--- src/rtl/frame_pixel_reader.sv ---
// Word FIFO: single-clock circular buffer, DEPTH a power of two.
// Latency: a word pushed in cycle N is the head in cycle N+1.
// Backpressure: none internally; the writer must never push when full.
module fpr_word_fifo #(
    parameter int W     = 32,
    parameter int DEPTH = 8
) (
    input  logic                     clock,
    input  logic                     reset_n,
    input  logic                     push,
    input  logic [W-1:0]             push_dat,
    input  logic                     pop,
    output logic [W-1:0]             head,
    output logic [$clog2(DEPTH):0]   count
);
    localparam int PTR_W = $clog2(DEPTH);
    localparam int CNT_W = PTR_W + 1;

    logic [W-1:0]     mem [DEPTH];
    logic [PTR_W-1:0] wr_ptr;
    logic [PTR_W-1:0] rd_ptr;

    always_ff @(posedge clock) begin
        if (push) begin
            mem[wr_ptr] <= push_dat;
        end
    end

    // Pointers wrap naturally because DEPTH is a power of two.
    always_ff @(posedge clock or negedge reset_n) begin
        if (!reset_n) begin
            wr_ptr <= '0;
            rd_ptr <= '0;
            count  <= '0;
        end else begin
            if (push) wr_ptr <= wr_ptr + PTR_W'(1);
            if (pop)  rd_ptr <= rd_ptr + PTR_W'(1);
            count <= count + CNT_W'(push) - CNT_W'(pop);
        end
    end

    assign head = mem[rd_ptr];
endmodule

// Frame reader: Avalon-MM read master fetching 32-bit words, emitting RGB565 pixels.
// Latency: start -> m_read next cycle; pushed word visible as pixel the following cycle.
// Backpressure: pix_ready stalls the FIFO; reads stop while FIFO plus in-flight word is full.
module frame_pixel_reader #(
    parameter int ADDR_W     = 27,
    parameter int LEN_W      = 20,
    parameter int FIFO_DEPTH = 8
) (
    input  logic              clock,
    input  logic              reset_n,
    input  logic              start,
    input  logic [ADDR_W-1:0] base_addr,
    input  logic [LEN_W-1:0]  num_words,
    output logic              busy,
    output logic              done,
    output logic [ADDR_W-1:0] m_address,
    output logic              m_read,
    input  logic              m_waitrequest,
    input  logic [31:0]       m_readdata,
    input  logic              m_readdatavalid,
    output logic              m_lock,
    output logic [15:0]       pix_data,
    output logic              pix_valid,
    input  logic              pix_ready,
    output logic              pix_sof,
    output logic              pix_last
);
    localparam int CNT_W = $clog2(FIFO_DEPTH) + 1;

    typedef enum logic [1:0] {IDLE, ISSUE, WAIT_DATA, DRAIN} state_t;

    state_t           state;
    logic [LEN_W-1:0] words_left;
    logic [LEN_W:0]   pix_left;
    logic             outstanding;
    logic             half;
    logic             first_pix;

    logic [31:0]      fifo_head;
    logic [CNT_W-1:0] fifo_count;
    logic             accept;
    logic             push;
    logic             pop;
    logic             pix_fire;
    logic [CNT_W:0]   occupancy;
    logic             can_issue;

    assign accept    = m_read & ~m_waitrequest;
    // Read data is only trusted in the acceptance cycle or while waiting for it,
    // which also drops any stale response left over from before a reset.
    assign push      = (state == ISSUE && accept && m_readdatavalid) ||
                       (state == WAIT_DATA && m_readdatavalid);
    assign pix_valid = (fifo_count != '0);
    assign pix_fire  = pix_valid & pix_ready;
    assign pop       = pix_fire & half;
    assign occupancy = {1'b0, fifo_count} + (CNT_W+1)'(outstanding);
    assign can_issue = (occupancy < (CNT_W+1)'(FIFO_DEPTH)) && (words_left != '0);

    assign pix_data  = !pix_valid ? 16'h0000 : (half ? fifo_head[31:16] : fifo_head[15:0]);
    assign pix_sof   = pix_valid & first_pix;
    assign pix_last  = pix_valid & (pix_left == (LEN_W+1)'(1));
    assign m_lock    = 1'b0;

    fpr_word_fifo #(
        .W     (32),
        .DEPTH (FIFO_DEPTH)
    ) u_fifo (
        .clock    (clock),
        .reset_n  (reset_n),
        .push     (push),
        .push_dat (m_readdata),
        .pop      (pop),
        .head     (fifo_head),
        .count    (fifo_count)
    );

    always_ff @(posedge clock or negedge reset_n) begin
        if (!reset_n) begin
            state       <= IDLE;
            words_left  <= '0;
            pix_left    <= '0;
            outstanding <= 1'b0;
            half        <= 1'b0;
            first_pix   <= 1'b0;
            m_address   <= '0;
            m_read      <= 1'b0;
            busy        <= 1'b0;
            done        <= 1'b0;
        end else begin
            done <= 1'b0;

            if (pix_fire) begin
                half      <= ~half;
                pix_left  <= pix_left - (LEN_W+1)'(1);
                first_pix <= 1'b0;
            end

            case (state)
                IDLE: begin
                    m_read <= 1'b0;
                    busy   <= 1'b0;
                    if (start) begin
                        m_address   <= base_addr & ~ADDR_W'(3);
                        words_left  <= num_words;
                        pix_left    <= {num_words, 1'b0};
                        outstanding <= 1'b0;
                        half        <= 1'b0;
                        first_pix   <= 1'b1;
                        busy        <= 1'b1;
                        // The FIFO is always empty here, so the first read can go out at once.
                        if (num_words == '0) begin
                            done <= 1'b1;
                        end else begin
                            m_read <= 1'b1;
                            state  <= ISSUE;
                        end
                    end
                end

                ISSUE: begin
                    if (accept) begin
                        m_read     <= 1'b0;
                        m_address  <= m_address + ADDR_W'(4);
                        words_left <= words_left - LEN_W'(1);
                        if (!m_readdatavalid) begin
                            outstanding <= 1'b1;
                            state       <= WAIT_DATA;
                        end
                    end else if (!m_read) begin
                        if (can_issue) begin
                            m_read <= 1'b1;
                        end else if (words_left == '0 && !outstanding) begin
                            state <= DRAIN;
                        end
                    end
                end

                WAIT_DATA: begin
                    if (m_readdatavalid) begin
                        outstanding <= 1'b0;
                        state       <= ISSUE;
                    end
                end

                DRAIN: begin
                    if (pix_left == '0) begin
                        done  <= 1'b1;
                        busy  <= 1'b0;
                        state <= IDLE;
                    end
                end

                default: state <= IDLE;
            endcase
        end
    end
endmodule

--- config.mk ---
export PLATFORM = sky130hd
export DESIGN_NAME = frame_pixel_reader
export DESIGN_NICKNAME = d
export VERILOG_FILES = /design/src/rtl/frame_pixel_reader.sv
export SDC_FILE = /design/constraint.sdc
export NUM_CORES = 1
export LEC_CHECK = 0
export ABC_AREA = 1
export BUFFER_PORTS_ARGS = -buffer_cell sky130_fd_sc_hd__buf_2
export CAP_MARGIN = 40
export CORE_MARGIN = 2
export CORE_UTILIZATION = 40
export CTS_CLUSTER_SIZE = 14
export DETAILED_ROUTE_END_ITERATION = 10
export HOLD_SLACK_MARGIN = 0.05
export MAX_ROUTING_LAYER = met4
export PLACE_DENSITY_LB_ADDON = 0.2
export RECOVER_POWER = 25
export SYNTH_ARGS = -nofsm -noshare
export SYNTH_HDL_FRONTEND = slang
export SYNTH_SLANG_ARGS = --single-unit
--- constraint.sdc ---
create_clock -name clock -period 4.2 [get_ports clock]
set_input_delay 0.84 -clock clock [delete_from_list [all_inputs] [get_ports clock]]
set_output_delay 0.84 -clock clock [all_outputs]
set_load 0.02 [all_outputs]
==> summary.txt, run 1 <==
Place
  – Global placer's final weighted congestion: 0.914
  – Post-detail-place hpwl: 25.9 mm
  – DP Cell Count: 2226
  – Port bufs: 129
  – Pre-CTS setup slack: 1.12 ns

Timing
  – Fin. max-slew vios: 0
  – Tightest Pin Transition: 1.37 ns
  – Max Clock Skew: between 0.01 and 0.015 ns
  – Final Setup Violations: 0
  – Final setup margin: 0.680 ns
  – Fmax: about 280 MHz
  – Slew HR: 8.55%
  – Minimum clock period: 3.52 ns
  – Setup repair after global routing missed its margin: false
  – Final hold viol count: 0
  – Final period util: 83.8%
  – Final setup TNS: 0 ns

Routing
  – DRT antenna net count: 0
  – DR pass1 iterations: 7
  – Total number of vias: 12.0k
  – Drt drc: 0
  – Metal2 WL: 19.1 mm
  – WL final: 41.6 mm
  – Top Metal Used: met4
  – Met3 WL: ~2.8 mm
  – Starting DRT DRC Count: 857
  – M1 WL: 18.6 mm
  – Vias per inst: 5.20
  – WL per Instance: 18.1 um

Yosys
  – Synth Cell Area: 16000 um2
  – #FFs+latches synth: 340
  – Cell count after synthesis: 1622
  – Yosys top cell area share: 48.2%
  – Top cells by count, synth: nor2_1, edfxtp_1, nand2_1, o21ai_0, inv_1
  – Number of flops mapped to enable cells by yosys: 256
  – Register area share after synthesis: between 60% and 70%
  – Ys flop type: edfxtp_1
  – Synth warn: 0
  – Synth area leaders: edfxtp_1, dfrtp_1, nor2_1, o21ai_0, nand2_1
  – Area leader, netlist: edfxtp_1
  – Synth unique cells: between 40 and 50
  – Syn_area_per_cell: 9.84 um2
  – Synth async-reset ratio: about a quarter
  – Top-count cell post-synth: nor2_1

CTS
  – Clk buf depth: 3
  – CTS Buf Count: 38
  – H-tree levels: 2
  – Clk sinks: 340
  – Clock transition at path regs: 0.06 ns
  – Post-CTS setup buffer count: 0
  – Worst skew pair latency: between 0.5 and 0.6 ns
  – Cts hold-fix bufs: 0
  – CTS root buf: clkbuf_16
  – TritonCTS clock tree: yes
  – Resized Gates After CTS: 0

GRT
  – Initial antenna violation count: 5
  – GRT Total Usage: 21.0%
  – Global-route wire length before repair: 65.2 mm
  – Pin count of the biggest net entering global routing: 131
  – Vias in the first global route: between 10k and 15k
  – Global route overflow: 0

Floorplan
  – Die width: 204 um
  – Core box area: 39500 um2
  – Rows: 73
  – Vert. Die Dim: 204 um
  – Die ar.: between 40000 and 50000 um2
  – Initial Util: 40.4%
  – # IOs: 135

Hold path
  – Hold/Removal Path Class: reg2reg
  – WHS Path Cells: 1

Worst setup path
  – Arr. time, crit path: 2.68 ns
  – Reg2reg path depth: 9
  – Worst Setup Path Type: reg2out
  – Setup crit start kind: register
  – CP endpoint kind: primary output
  – Worst endpoint required time: 3.36 ns
  – Worst-path maximum fanout: 60

Layout
  – Proportion of layout cells with a drive suffix above 1: 12.1%
  – Area occupied by multi-input gates: 5390 um2
  – Sequential Area: 9790 um2
  – Layout area overhead: 15.4%
  – Layout net count: 1848
  – Fin cells: about 2.3k
  – Fillers: 3696

Job
  – Maxcap violations: 0

Outcome
  – Run status: finished clean

Power
  – Total chip power: 13.5 mW
  – Pwr per Cell Area: 733 nW/um2
  – Maximum vdd drop: 0.538 mV
  – Leak: between 6 and 7 nW
==> cells in the final DEF, fill, tap and decap left out, types with 10 or more instances in the layout <==
master / n
nor3_1: 12
nor2_1: 321
nand3_1: 77
o21ai_0: 199
clkbuf_16: 38
buf_2: 105
clkbuf_1: 31
inv_1: 108
nand2_1: 231
xor2_1: 19
edfxtp_1: 256
o22ai_1: 10
nand4_1: 16
a21oi_1: 53
nor2_4: 10
o211ai_1: 69
dfrtp_1: 82
ha_1: 20
buf_4: 22
==> routing by layer <==
metal / vias up / global-route usage, %
met5: - / -
met4: 0 / 7.12
met3: 72 / 4.79
met2: 295 / 32.3
met1: 5742 / 27.6
li1: 5850 / -
==> critical path, cell delays in order, from the launching register on <==
cell      delay (ns)
dfrtp_4         0.49
clkinv_2        0.08
buf_4           0.51
o21ai_0         0.16
o221ai_1        0.19
nand3_1         0.15
a21oi_1         0.30
buf_2           0.24
==> flip-flops by register name, summed over array words and instances, names as in the netlist, 2 cells and up <==
register	count
u_fifo.count	4
words_left	20
u_fifo.rd_ptr	3
m_address	25
u_fifo.wr_ptr	3
state	2
u_fifo.mem	256
pix_left	21
==> metrics by stage <==
| step | hold slack, ns | utilization [%] | instance area (um2) |
|---|---|---|---|
| after global routing | 0.536 | 46.6 | 18400 |
| after CTS | 0.164 | 46.6 | 18400 |
| after detailed placement | 0.511 | 43.5 | 17200 |
| after floorplan | 0.475 | - | 16000 |
| after global placement | 0.507 | 43.4 | 17100 |
| final | 0.528 | 46.6 | 18400 |
==> cells by family after synthesis <==
group           after synthesis  synth area share (%)
compound gates              354                  12.6
xor+xnor                     24                  1.32
simple gates                688                  17.7
other cells                   1                0.0235
buf+inv                     193                  5.31
fa+ha+maj                    22                  1.77
flops                       340                  61.3
==> path summary, 6_finish.rpt <==
check | startpoint | to | slack, ns
worst max-delay path | u_fifo.rd_ptr[0] | pix_data[9] | 0.68
worst max register to register | state[1] | m_address[13] | 1.15
min in group asynchronous | reset_n | words_left[12] | 0.58
worst min-delay path | words_left[4] | words_left[4] | 0.53
max in group asynchronous | reset_n | u_fifo.rd_ptr[0] | 2.68
worst min register to register | words_left[4] | words_left[4] | 0.53
==> power by group <==
group	total (mW)	internal (mW)	switching, mW
Sequential	4.67	4.20	0.466
Clock	3.30	1.93	1.37
Combinational	5.53	1.73	3.81
==> final cells by class <==
| class | instances | area share [%] |
|---|---|---|
| diodes | 6 | 0.0815 |
| clock buffers | 48 | 5.53 |
| clock inverters | 21 | 1.20 |
| inverters | 114 | 2.33 |
| multi-input cells | 1091 | 29.3 |
| flip-flops and latches | 340 | 53.2 |
| well taps | 525 | 3.57 |
| repair buffers | 156 | 4.86 |
Power figures use the tool's default switching activity.
==> inputs of run 2 (changes only) <==
==> constraint.sdc (replaced) <==
create_clock -name clock -period 3.1 [get_ports clock]
set_input_delay 0.62 -clock clock [delete_from_list [all_inputs] [get_ports clock]]
set_output_delay 0.62 -clock clock [all_outputs]
set_load 0.02 [all_outputs]
==> run 2 against run 1 <==
  * Core utilization rose by 1.0 points
  * Critical path type unchanged
  * Non-clock buffer count rose by 22
  * Combinational power rose by 45%
==> summary.txt, run 2 (synthesis results as in run 1) <==
Worst setup path
  – Worst-path maximum fanout: 39
  – CP endpoint kind: primary output
  – Setup crit start: u_fifo.rd_ptr[0]
  – Worst reg2reg startpoint: u_fifo.count[2]
  – Worst endpoint required time: ~2.5 ns
  – Worst Setup Path Type: reg2out
  – Arr. time, crit path: between 2 and 2.5 ns
  – Setup crit start kind: register

Routing
  – WL per Instance: ~18 um
  – WL final: 43.0 mm
  – DRT antenna net count: 0
  – Total number of vias: 12.1k
  – Vias per inst: ~5.2
  – Starting DRT DRC Count: 780
  – Drt drc: 0
  – DR pass1 iterations: 7

Layout
  – Largest regs: u_fifo.mem x256, m_address x25, pix_left x21
  – Number of flip-flops in the largest register: 256
  – Most common cell after layout, fill and taps aside: nor2_1
  – Most flop-heavy register: u_fifo.mem
  – Fin cells: ~2.3k
  – Most frequent cells in the layout: nor2_1, edfxtp_1, nand2_1
  – Cell area after layout: 18800 um2
  – Proportion of layout cells with a drive suffix above 1: 13.4%
  – Layout net count: roughly 1.9k
  – Layout area overhead: 17.9%

Timing
  – Final period util: 97.7%
  – Fin. max-slew vios: 0
  – Max Clock Skew: about 0.017 ns
  – Fmax: approximately 330 MHz
  – Final setup TNS: 0 ns
  – Setup repair after global routing missed its margin: true
  – Final hold viol count: 0
  – Slew HR: 52.4%
  – Tightest Pin Transition: 0.713 ns
  – Final Setup Violations: 0
  – Minimum clock period: 3.03 ns

Outcome
  – Run status: finished clean

Power
  – Maximum vdd drop: 0.492 mV
  – Pwr per Cell Area: approximately 1000 nW/um2
  – Leak: between 7 and 8 nW
  – Total chip power: roughly 19 mW

CTS
  – TritonCTS clock tree: yes
  – Cts hold-fix bufs: 0
  – CTS root buf: clkbuf_16
  – Clock transition at path regs: 0.06 ns
  – Clk sinks: 340
  – Clk buf depth: 3
  – H-tree levels: 2
  – CTS Buf Count: 39
  – Worst skew pair latency: around 0.56 ns

Floorplan
  – Rows: 73
  – # IOs: 135
  – Vert. Die Dim: 204 um
  – Core box area: between 30000 and 40000 um2
  – Die width: 204 um
  – Initial Util: 40.4%
  – Die ar.: 41500 um2

GRT
  – Vias in the first global route: 11.8k
  – Met1 usage: 28.2%
  – GRT Total Usage: 21.2%
  – Initial antenna violation count: 6
  – Global-route wire length before repair: 65.6 mm
  – Global route overflow: 0
  – Busiest layer in global routing: met2
  – GRT met3 Usage: 4.38%
  – Fraction of met2 tracks used by global routing: 32.5%
  – Pin count of the biggest net entering global routing: 80

Place
  – DP Cell Count: 2240
  – Global placer's final weighted congestion: 0.900
  – Post-detail-place hpwl: ~26 mm
  – DP Area: 17400 um2
  – Port bufs: 129

Job
  – Maxcap violations: 0

Hold path
  – Hold/Removal Path Class: in2async
-- run 2: cell types whose count changed in the layout (fill, tap and decap cells not counted), sizes merged --
cell    before  now
bufinv       3    5
clkbuf      72   78
inv        114  115
clkinv      18   15
diode        6    7
buf        132  149
-- run 2: metrics by stage --
step / worst slack [ns] / utilization (%) / hold slack [ns]
3_3_place_gp: 0.555 / 43.9 / 0.505
6_report: 0.0728 / 47.6 / 0.0932
4_1_cts: 0.0230 / 47.1 / 0.110
5_1_grt: -0.0189 / 47.6 / 0.151
2_1_floorplan: 0.00655 / - / 0.324
3_5_place_dp: 0.501 / 43.9 / 0.508
-- run 2: worst paths after layout --
check | end | slack, ns | depth (start not counted)
min | words_left[13] | 0.09 | 1
min reg2reg | words_left[10] | 0.53 | 2
max in group asynchronous | m_address[25] | 2.36 | 2
min in group clock | pix_left[10] | 0.31 | 3
max | pix_data[8] | 0.07 | 9
max reg2reg | u_fifo.count[2] | 0.61 | 11
-- run 2: final cells by class --
class                   count  area (um2)
inverters                 114         435
fillers                  3704       20700
multi-input cells        1091        5430
clock inverters            21         254
diodes                      7        17.5
flip-flops and latches    340        9790
clock buffers              49        1010
repair buffers            178        1220
well taps                 525         657
-- run 2: power by group --
part	total (mW)	leakage [nW]	switching, mW	internal [mW]
Combinational	8.00	3.22	5.30	2.70
Sequential	6.37	3.30	0.678	5.69
Clock	4.62	0.619	1.87	2.75
Total	19.0	7.14	7.85	11.1
-- run 2: worst max-delay path: stages, from the launching register on --
cell	delay [ns]
dfrtp_4	0.52
buf_4	0.18
clkbuf_16	0.23
nor2_1	0.07
nor2_1	0.07
o21ai_0	0.08
o211ai_1	0.11
nand3_1	0.15
a21oi_1	0.17
buf_2	0.22
-- run 2: per-layer routing --
| metal | share of wire, % | vias to the layer above |
|---|---|---|
| li1 | - | 5889 |
| met2 | 46 | 319 |
| met5 | 0 | - |
| met3 | 6.0 | 64 |
| met4 | 2.4 | 0 |
| met1 | 46 | 5846 |
-- run 2: repair_timing --
action	in CTS	in global routing
resized for setup	2	22
pin swaps	1	5
buffers inserted	0	5
gates cloned	0	3
setup endpoints to repair	9	10
==> inputs of run 3 (changes only) <==
--- a/config.mk
+++ b/config.mk
@@ -8,6 +8,7 @@
 export ABC_AREA = 1
 export BUFFER_PORTS_ARGS = -buffer_cell sky130_fd_sc_hd__buf_2
 export CAP_MARGIN = 40
+export CORE_ASPECT_RATIO = 0.7
 export CORE_MARGIN = 2
 export CORE_UTILIZATION = 40
 export CTS_CLUSTER_SIZE = 14
==> run 3 against run 2 <==
  * Clock-buffer cell count grew 2
  * Wire length shrank 2.6%
  * Clock power shrank 6.9%
  * Cell area shrank 1.4%
  * Sequential share of layout area grew 0.72 points
  * Flip-flop and latch count is the same
  * Worst hold slack gained 0.027 ns
  * Fmax grew 1.1%
  * Die area is essentially flat
  * Via count shrank 0.86%
  * Core utilization shrank 0.63 points
  * First-iteration DRC count grew 16%
  * Critical endpoint is now pix_data[10]
  * Largest power group unchanged
  * Highest routed layer unchanged
==> summary.txt, run 3 (synthesis results as in run 1) <==
Outcome
  – Run status: finished clean

Layout
  – Number of flip-flops in the largest register: 256
  – Layout net count: 1855
  – Most frequent cells in the layout: nor2_1, edfxtp_1, nand2_1
  – Most common cell after layout, fill and taps aside: nor2_1
  – Fillers: between 3k and 4k
  – Final design utilization: between 40% and 50%
  – Largest regs: u_fifo.mem x256, m_address x25, pix_left x21
  – Most flop-heavy register: u_fifo.mem
  – Proportion of layout cells with a drive suffix above 1: 12.2%
  – Layout area overhead: 16.3%

Routing
  – Vias per inst: between 5 and 6
  – Drt drc: 0
  – DRT antenna net count: 0
  – Starting DRT DRC Count: 907
  – DR pass1 iterations: 5
  – WL final: 41.9 mm
  – Total number of vias: 12.0k
  – WL per Instance: approximately 18 um

Timing
  – Final hold viol count: 0
  – Fmax: between 300 and 400 MHz
  – Final Setup Violations: 0
  – Final period util: 96.6%
  – Tightest Pin Transition: 0.711 ns
  – Fin. max-slew vios: 0
  – Min Hold Slack: 0.121 ns
  – Minimum clock period: about 3 ns
  – Setup repair after global routing missed its margin: true
  – Slew HR: a little over half
  – Max Clock Skew: 0.0196 ns

Power
  – Leak: 6.98 nW
  – Pwr per Cell Area: 990 nW/um2
  – Maximum vdd drop: 0.666 mV

GRT
  – Pin count of the biggest net entering global routing: 74
  – Initial antenna violation count: 3
  – Global route overflow: 0
  – Global-route wire length before repair: 65.3 mm
  – Vias in the first global route: 11.4k
  – GRT Total Usage: 20.8%

Worst setup path
  – Delay-heaviest family, CP: buffers and inverters
  – Setup crit start kind: register
  – Reg2reg path depth: 11
  – Worst R2R Setup Slack: 0.52 ns
  – CP max stage cell: dfrtp_4
  – Worst endpoint required time: between 2 and 2.5 ns
  – Crit path buf inv count: 3
  – Worst Setup Path Type: reg2out
  – Critical path, cell by cell: clkinv_4, buf_12, nor2_1, o211ai_1, nand3_1, a21oi_1, buf_2
  – R2R Path End: u_fifo.count[2]
  – Worst reg2reg startpoint: u_fifo.count[2]
  – Worst-path maximum fanout: 40
  – CP endpoint kind: primary output
  – CP peak stage delay: roughly 0.53 ns
  – Arr. time, crit path: 2.37 ns

Hold path
  – Hold/Removal Path Class: in2async

Place
  – Global placer's final weighted congestion: 0.894
  – Post-detail-place hpwl: 24.9 mm
  – Port bufs: 129

Floorplan
  – Die ar.: 41500 um2
  – # IOs: between 100 and 150
  – Initial Util: between 40% and 50%
  – Die width: 243 um
  – Rows: 61
  – Core box area: 39500 um2
  – Vert. Die Dim: approximately 170 um

CTS
  – Clk buf depth: 3
  – TritonCTS clock tree: yes
  – H-tree levels: 2
  – CTS Buf Count: 37
  – Clock transition at path regs: 0.06 ns
  – Clk sinks: 340
  – Worst skew pair latency: 0.54 ns
  – CTS root buf: clkbuf_16
  – Cts hold-fix bufs: 0

Job
  – Maxcap violations: 0
[run 3: changes by cell type in the layout (fill, tap and decap cells not counted), moves of 3 or more]
cell | previous run | this run
clkinv_1 | 10 | 3
clkinv_2 | 5 | 1
buf_12 | 8 | 14
nand3_2 | 5 | 2
diode_2 | 7 | 3
buf_4 | 37 | 19
buf_2 | 99 | 103
nand3_1 | 74 | 77
clkbuf_16 | 42 | 37
[run 3: worst max-delay path by stage]
stage                                 from          endpoint  slack [ns]  cells after the start
after detailed placement   u_fifo.count[2]   u_fifo.count[2]        0.49                     11
after CTS                 u_fifo.rd_ptr[0]       pix_data[4]        0.04                      7
after floorplan                   state[1]  u_fifo.mem[0][0]       0.007                      7
after global routing      u_fifo.rd_ptr[0]      pix_data[15]       -0.05                      8
after global placement     u_fifo.count[2]       pix_data[8]        0.49                      7
final                     u_fifo.rd_ptr[0]      pix_data[10]        0.11                      7
[run 3: timing repair]
| action | CTS | global route |
|---|---|---|
| setup buffers | 0 | 0 |
| gates cloned | 1 | 0 |
| resized for setup | 3 | 3 |
| setup endpoints to repair | 5 | 6 |
| pin swaps | 0 | 0 |
[run 3: final cells by class]
class / instances / area, um2 / area share (%)
timing repair buffer: 164 / 1120 / 6.03
clock buffer: 51 / 998 / 5.38
inverter: 114 / 434 / 2.34
tap: 535 / 669 / 3.61
multi-input combinational: 1091 / 5400 / 29.1
clock inverter: 10 / 139 / 0.748
antenna: 3 / 7.51 / 0.0404
sequential: 340 / 9790 / 52.8
[run 3: stage by stage]
stage          TNS (ns)  setup WS (ns)  power [mW]  instance area (um2)  std cells
3_5_place_dp          0          0.495        14.1                17400       2243
4_1_cts               0         0.0369        18.5                18600       2305
3_3_place_gp          0          0.490        13.9                17400       2243
2_1_floorplan         0        0.00655        11.6                16000       1624
6_report              0          0.106        18.4                18600       2308
5_1_grt          -0.131        -0.0488        19.7                18600       2308
[run 3: worst reg2reg max path, cell delays in order (launching register included)]
cell and delay, ns:
dfrtp_1 0.39, inv_1 0.08, ha_1 0.16, nand3_2 0.22, nand2_2 0.13, inv_1 0.07
ha_1 0.27, ha_1 0.30, inv_1 0.04, ha_1 0.22, fa_1 0.39, xor2_1 0.17
[run 3: routing by layer]
metal  global-route usage (%)  vias up  routed length [um]
li1                         -     5848                   -
met1                     29.8     5806               20400
met2                     30.7      296               18500
met3                     3.48       64                2150
met4                     5.76        0                 874
met5                        -        -                   0
[run 3: power breakdown]
group	internal (mW)	total [mW]	leakage (nW)	switching (mW)
clock	2.50	4.30	0.544	1.80
sequential	5.69	6.34	3.30	0.648
combinational	2.56	7.74	3.14	5.18
